==> src/rtl/fetch_queue_if.sv <==
// Fetch-stage bus: instruction-memory read port, redirect/halt controls and the
// decoder-facing valid/ready instruction handshake.
interface fetch_queue_if #(
  parameter int unsigned AW = 16,
  parameter int unsigned DW = 16
);
  logic          imem_req;
  logic [AW-1:0] imem_addr;
  logic [DW-1:0] imem_data;
  logic          redirect;
  logic [AW-1:0] redirect_pc;
  logic          halt;
  logic [DW-1:0] ir;
  logic [AW-1:0] ir_pc;
  logic          ir_valid;
  logic          ir_ready;

  // Fetch stage side.
  modport master (
    output imem_req, imem_addr, ir, ir_pc, ir_valid,
    input  imem_data, redirect, redirect_pc, halt, ir_ready
  );

  // Memory / decoder / control side.
  modport slave (
    input  imem_req, imem_addr, ir, ir_pc, ir_valid,
    output imem_data, redirect, redirect_pc, halt, ir_ready
  );
endinterface

==> src/rtl/fetch_queue.sv <==
// Instruction fetch stage: sequential reads from instruction memory into a
// small PC-tagged prefetch FIFO, handed to decode over valid/ready.
// Redirects flush the queue and restart fetch; halt stops fetching until reset.
// Optional build macro FETCH_STATS_EN adds fetch_count / flush_count outputs.
module fetch_queue #(
  parameter int unsigned DEPTH = 4,
  parameter int unsigned AW    = 16,
  parameter int unsigned DW    = 16
) (
  input  logic          clk,
  input  logic          reset,
`ifdef FETCH_STATS_EN
  output logic [15:0]   fetch_count,
  output logic [15:0]   flush_count,
`endif
  fetch_queue_if.master bus
);

  localparam int unsigned PW = $clog2(DEPTH);
  localparam int unsigned CW = $clog2(DEPTH) + 1;

  typedef enum logic [0:0] {StRun, StHalted} state_e;

  state_e        state_q;
  logic [AW-1:0] fetch_pc_q;
  logic [AW-1:0] tag_q;       // address of the request whose data arrives this cycle
  logic [CW-1:0] count_q;
  logic [PW-1:0] head_q;
  logic [PW-1:0] tail_q;
  logic          inflight_q;
  logic          squash_q;

  logic [DW-1:0] data_mem [DEPTH];
  logic [AW-1:0] pc_mem   [DEPTH];

  logic          running;
  logic          flow;
  logic          deq;
  logic          wr;
  logic          req;
  logic [CW-1:0] count_next;

  // Decode this cycle's queue actions; halt beats redirect, redirect beats enq/deq.
  always_comb begin
    running    = (state_q == StRun) && !reset;
    flow       = running && !bus.halt && !bus.redirect;
    deq        = flow && (count_q != '0) && bus.ir_ready;
    wr         = flow && inflight_q && !squash_q;
    count_next = count_q + CW'(wr) - CW'(deq);
    // Credit check: the word requested now lands next cycle and needs a free slot.
    req        = flow && (count_next < CW'(DEPTH));
  end

  assign bus.imem_req  = req;
  assign bus.imem_addr = fetch_pc_q;
  assign bus.ir_valid  = (count_q != '0);
  assign bus.ir        = bus.ir_valid ? data_mem[head_q] : '0;
  assign bus.ir_pc     = bus.ir_valid ? pc_mem[head_q]   : '0;

  // Fetch control FSM: pointers, occupancy, fetch PC and in-flight tracking.
  always_ff @(posedge clk) begin
    if (reset) begin
      state_q    <= StRun;
      fetch_pc_q <= '0;
      tag_q      <= '0;
      count_q    <= '0;
      head_q     <= '0;
      tail_q     <= '0;
      inflight_q <= 1'b0;
      squash_q   <= 1'b0;
    end else begin
      unique case (state_q)
        StRun: begin
          if (bus.halt) begin
            state_q    <= StHalted;
            count_q    <= '0;
            head_q     <= tail_q;
            inflight_q <= 1'b0;
            squash_q   <= 1'b1;
          end else if (bus.redirect) begin
            fetch_pc_q <= bus.redirect_pc;
            count_q    <= '0;
            head_q     <= tail_q;
            inflight_q <= 1'b0;
            squash_q   <= 1'b1;
          end else begin
            count_q    <= count_next;
            inflight_q <= req;
            squash_q   <= 1'b0;
            if (deq) head_q <= head_q + PW'(1);
            if (wr)  tail_q <= tail_q + PW'(1);
            if (req) begin
              tag_q      <= fetch_pc_q;
              fetch_pc_q <= fetch_pc_q + AW'(1);
            end
          end
        end
        StHalted: begin
          inflight_q <= 1'b0;
          squash_q   <= 1'b0;
        end
      endcase
    end
  end

  // FIFO storage: returned word and its request address written at the tail.
  always_ff @(posedge clk) begin
    if (wr) begin
      data_mem[tail_q] <= bus.imem_data;
      pc_mem[tail_q]   <= tag_q;
    end
  end

`ifdef FETCH_STATS_EN
  logic [15:0] fetch_count_q;
  logic [15:0] flush_count_q;
  logic [16:0] flush_sum;

  // Words discarded by a redirect: queued entries plus the response in flight.
  always_comb begin
    flush_sum = {1'b0, flush_count_q} + 17'(count_q) + 17'(inflight_q);
  end

  // Saturating statistics counters.
  always_ff @(posedge clk) begin
    if (reset) begin
      fetch_count_q <= '0;
      flush_count_q <= '0;
    end else begin
      if (wr && (fetch_count_q != 16'hFFFF)) fetch_count_q <= fetch_count_q + 16'd1;
      if (running && !bus.halt && bus.redirect) begin
        flush_count_q <= flush_sum[16] ? 16'hFFFF : flush_sum[15:0];
      end
    end
  end

  assign fetch_count = fetch_count_q;
  assign flush_count = flush_count_q;
`endif

  // The credit rule must keep occupancy within the FIFO.
  a_no_overflow: assert property (@(posedge clk) disable iff (reset) count_q <= CW'(DEPTH));

  // A stalled head must hold steady until it is taken or flushed.
  a_head_stable: assert property (@(posedge clk) disable iff (reset)
    (flow && bus.ir_valid && !bus.ir_ready)
      |=> (bus.ir_valid && $stable(bus.ir) && $stable(bus.ir_pc)));

endmodule
==> src/flat_wrapper.sv <==
// flat-port wrapper written by rule: the top's interface ports become plain ports
module fetch_queue_flat 
#(
  parameter int unsigned DEPTH = 4,
  parameter int unsigned AW    = 16,
  parameter int unsigned DW    = 16
)
  (clk, reset, bus_imem_req, bus_imem_addr, bus_ir, bus_ir_pc, bus_ir_valid, bus_imem_data, bus_redirect, bus_redirect_pc, bus_halt, bus_ir_ready);
  fetch_queue_if #(.AW(AW), .DW(DW)) bus_i ();
  input  logic clk;
  input  logic reset;
  output wire logic [$bits(bus_i.imem_req)-1:0] bus_imem_req;
  output wire logic [$bits(bus_i.imem_addr)-1:0] bus_imem_addr;
  output wire logic [$bits(bus_i.ir)-1:0] bus_ir;
  output wire logic [$bits(bus_i.ir_pc)-1:0] bus_ir_pc;
  output wire logic [$bits(bus_i.ir_valid)-1:0] bus_ir_valid;
  input wire logic [$bits(bus_i.imem_data)-1:0] bus_imem_data;
  input wire logic [$bits(bus_i.redirect)-1:0] bus_redirect;
  input wire logic [$bits(bus_i.redirect_pc)-1:0] bus_redirect_pc;
  input wire logic [$bits(bus_i.halt)-1:0] bus_halt;
  input wire logic [$bits(bus_i.ir_ready)-1:0] bus_ir_ready;
  assign bus_imem_req = bus_i.imem_req;
  assign bus_imem_addr = bus_i.imem_addr;
  assign bus_ir = bus_i.ir;
  assign bus_ir_pc = bus_i.ir_pc;
  assign bus_ir_valid = bus_i.ir_valid;
  assign bus_i.imem_data = bus_imem_data;
  assign bus_i.redirect = bus_redirect;
  assign bus_i.redirect_pc = bus_redirect_pc;
  assign bus_i.halt = bus_halt;
  assign bus_i.ir_ready = bus_ir_ready;
  fetch_queue #(.DEPTH(DEPTH), .AW(AW), .DW(DW)) u_core (.clk(clk), .reset(reset), .bus(bus_i));
endmodule
==> config.mk <==
export PLATFORM = sky130hd
export DESIGN_NAME = fetch_queue_flat
export DESIGN_NICKNAME = d
export VERILOG_FILES = /design/src/rtl/fetch_queue_if.sv /design/src/rtl/fetch_queue.sv /design/src/flat_wrapper.sv
export SDC_FILE = /design/constraint.sdc
export NUM_CORES = 1
export LEC_CHECK = 0
export ABC_AREA = 0
export CORE_ASPECT_RATIO = 1.75
export CORE_MARGIN = 5
export CORE_UTILIZATION = 58
export CTS_BUF_LIST = sky130_fd_sc_hd__clkbuf_4 sky130_fd_sc_hd__clkbuf_8
export DETAILED_ROUTE_END_ITERATION = 12
export PLACE_DENSITY = 0.85
export SLEW_MARGIN = 10
export SYNTH_ARGS = -nofsm -noshare
export SYNTH_HDL_FRONTEND = slang
export SYNTH_SLANG_ARGS = --single-unit
==> constraint.sdc <==
create_clock -name clk -period 4.2 [get_ports clk]
set_input_delay 0.63 -clock clk [delete_from_list [all_inputs] [get_ports clk]]
set_output_delay 0.63 -clock clk [all_outputs]
set_load 0.05 [all_outputs]
==> results.py <==
metrics = {
    "sta": {
        "setup-tns-final_ns": 0,
        "worst_pin_slew_ns": 0.7575,
        "worst_slack_ns": 0.2931,
        "fin_skew_ns": 0.01289,
        "fin_crit_ns": 3.907,
        "finalMaxSlewViolations": 0,
        "rsz0062_at_grt": "false",
        "hold_viol_final": 0,
        "fin_crit_sh_pct": 93.02,
        "setup_viol": 0,
        "max_slew_margin_pct": 49.31,
        "max_freq_mhz": 256.0,
    },
    "grt": {
        "grt_pass1_vias": 4875,
        "grt_pass1_wl_mm": 25.40,
        "grt_max_degree": 48,
        "grt.overflow.total": 0,
        "antenna_found_initial": 0,
        "gr-usage-all-layers_pct": 22.67,
    },
    "setup_path": {
        "cp-end-kind": "output pin",
        "r2r_slack_ns": 0.89,
        "cp_slowest_stage_delay_ns": 0.53,
        "worstSetupEndpoint": "bus_imem_req",
        "path_max_fanout": 11,
        "reg2reg_to": "u_core.bus.imem_addr[14]",
        "worstSetupStartpointType": "input port",
        "critical_path_depth": 12,
        "crit_arrival_ns": 3.28,
        "crit_slowest_cell": "clkdlybuf4s50_1",
        "critPathRequiredTime_ns": 3.57,
        "crit_start": "bus_halt",
        "path_cells": "clkdlybuf4s50_1 -> nor4_4 -> and3_1 -> ha_1 -> inv_1 -> ha_1 -> inv_1 -> fa_1 -> xnor3_2 -> nand2_2 -> inv_1 -> buf_12",
        "r2r_cells": 11,
        "reg2reg_from": "u_core.state_q",
        "critPathBufInv": 5,
        "cpMostUsedCell": "inv_1",
        "crit_type": "in -> out",
        "cp_top_family": "buffers and inverters",
    },
    "finish": {
        "layout_commonest_cell": "edfxtp_1",
        "drive_gt1_share_pct": 14.80,
        "syn_to_final_growth_pct": 20.51,
        "final_cell_mix": "128 x edfxtp_1, 85 x clkdlybuf4s50_1, 43 x dfxtp_1",
        "fin_area_um2": 8667,
        "diodes": 0,
        "fin_nets": 620,
        "utilization_pct": 71.81,
    },
    "power": {
        "vdd_drop_max_mv": 0.2516,
        "p_leak_nw": 2.807,
        "power_density_nw_per_um2": 382.7,
        "power_mw": 3.317,
    },
    "drt": {
        "vias": 4564,
        "drt_iter0_drc": 242,
        "postRouteAntennaNets": 0,
        "drt-pass1-iter-count": 4,
        "wire_per_inst_um": 20.38,
        "drc": 0,
        "avgViaCountPerCell": 6.061,
        "routed_wl_mm": 15.35,
    },
    "clock_tree": {
        "h-tree-depth": 4,
        "cts_max_path_buffers": 2,
        "cts_tree": "built",
        "clock_latency_ns": 0.44,
        "root_buffer": "clkbuf_8",
        "cts.sinks": 172,
        "holdBufCountCts": 0,
        "post_cts_buffers": 0,
        "ctsResizeCount": 0,
        "cts_buffers": 17,
        "clk_pin_slew_worst_paths_ns": 0.08,
    },
    "synthesis": {
        "synth_cells": 495,
        "synth_cell_types": 53,
        "netlist_area_um2": 7192,
        "synth-edff-count": 128,
        "synth.avg_cell_area_um2": 14.53,
        "syn-num-nets": 540,
        "synth-seq-cells": 172,
        "async_flop_share_pct": 0,
        "ys_seq_area_share_pct": 65.69,
        "yosys_warnings": 0,
        "synth_ff_type": "edfxtp_1",
    },
    "placement": {
        "place_congestion": 0.8657,
        "io_buffers": 86,
        "pre_cts_slack_ns": 0.2308,
        "place_hpwl_mm": 9.849,
        "dpl_cell_area_um2": 8197,
    },
    "floorplan": {
        "die_y_um": 157.3,
        "ios": 87,
        "core_um2": 12070,
        "start_util_pct": 59.59,
        "rows": 53,
        "die_area_um2": 14810,
        "die_w_um": 94.18,
    },
    "flow_run": {
        "maxCapViolations": 0,
    },
    "hold_path": {
        "min_path_type": "reg -> reg",
    },
    "status": {
        "run_status": "finished clean",
    },
}
[routing by layer]
layer | vias up | wire length, µm | GRT usage [%]
met3 | 30 | 703 | 5.165
met2 | 158 | 8602 | 40.85
li1 | 2080 | - | -
met5 | - | 0 | 0
met1 | 2296 | 5580 | 25.49
met4 | 0 | 463 | 9.573
[layout make-up]
cell class / instances / area (µm²)
Clock buffer: 18 / 241.5
Clock inverter: 14 / 229.0
Multi-Input combinational cell: 276 / 2262
Inverter: 9 / 33.78
Fill cell: 840 / 3402
Timing Repair Buffer: 99 / 968.4
Tap cell: 165 / 206.4
Sequential cell: 172 / 4726
[cell usage after synthesis, types with 3 or more instances]
library cell / n / area (µm²)
o21ai_0: 4 / 20.02
o311ai_0: 6 / 52.55
ha_1: 7 / 87.58
a31oi_1: 6 / 37.54
clkbuf_1: 22 / 82.58
inv_1: 9 / 33.78
nand4_1: 8 / 50.05
o31ai_1: 13 / 97.59
and2_1: 38 / 237.7
nand2_1: 30 / 112.6
a21oi_1: 34 / 170.2
nand3_1: 23 / 115.1
and3_1: 4 / 25.02
buf_1: 3 / 11.26
nor3_1: 4 / 20.02
buf_2: 10 / 50.05
or2_2: 3 / 18.77
a32oi_1: 3 / 26.28
mux4_2: 32 / 720.7
nor2_1: 17 / 63.81
dfxtp_1: 44 / 880.8
and4_1: 6 / 52.55
edfxtp_1: 128 / 3844
[report_power, final]
part | switching, mW | internal [mW]
Sequential | 0.0209 | 1.82
Combinational | 0.0882 | 0.0640
Clock | 0.594 | 0.729
Total | 0.703 | 2.61
[metrics by stage]
stage	instances	hold WS, ns
after global placement	721	0.4653
after CTS	753	0.4987
final	753	0.4964
after floorplan	495	0.4501
after global routing	753	0.5306
after detailed placement	721	0.4857
[sequential cells by signal, indices dropped and copies added, names as in the netlist, named ones only]
| signal | flops |
|---|---|
| u_core.bus.imem_addr | 16 |
| u_core.count_q | 3 |
| u_core.data_mem | 64 |
| u_core.head_q | 2 |
| u_core.inflight_q | 1 |
| u_core.pc_mem | 64 |
| u_core.squash_q | 1 |
| u_core.state_q | 1 |
| u_core.tag_q | 16 |
| u_core.tail_q | 2 |
[worst min-delay path, delay by kind of cell, from the launching register on]
kind / cells / cell delay [ns]
simple gates: 1 / 0.06
compound gates: 1 / 0.06
flops: 1 / 0.33
[how the worst min path moves through the flow]
stage,slack [ns],to,start,cells after the start
2_1_floorplan,0.45,u_core.count_q[0],u_core.count_q[0],2
3_3_place_gp,0.47,u_core.count_q[0],u_core.count_q[0],2
3_5_place_dp,0.49,u_core.count_q[0],u_core.count_q[0],2
4_1_cts,0.50,u_core.count_q[0],u_core.count_q[0],2
5_1_grt,0.53,u_core.pc_mem[0][0],u_core.tag_q[0],0
6_report,0.50,u_core.count_q[0],u_core.count_q[0],2
[cell families (layout without fill, tap and decap cells)]
kind of cell,count (synthesis),after routing,synth area share [%]
AOI/OAI and AO/OA,84,84,7.829
and+or+nand+nor,147,147,11.26
DFF,172,172,65.69
adders and majority gates,8,8,1.496
muxes,34,34,10.30
xor gates and xnor gates,3,3,0.5741
buffers and inverters,47,140,2.853
Power figures use the tool's default switching activity.
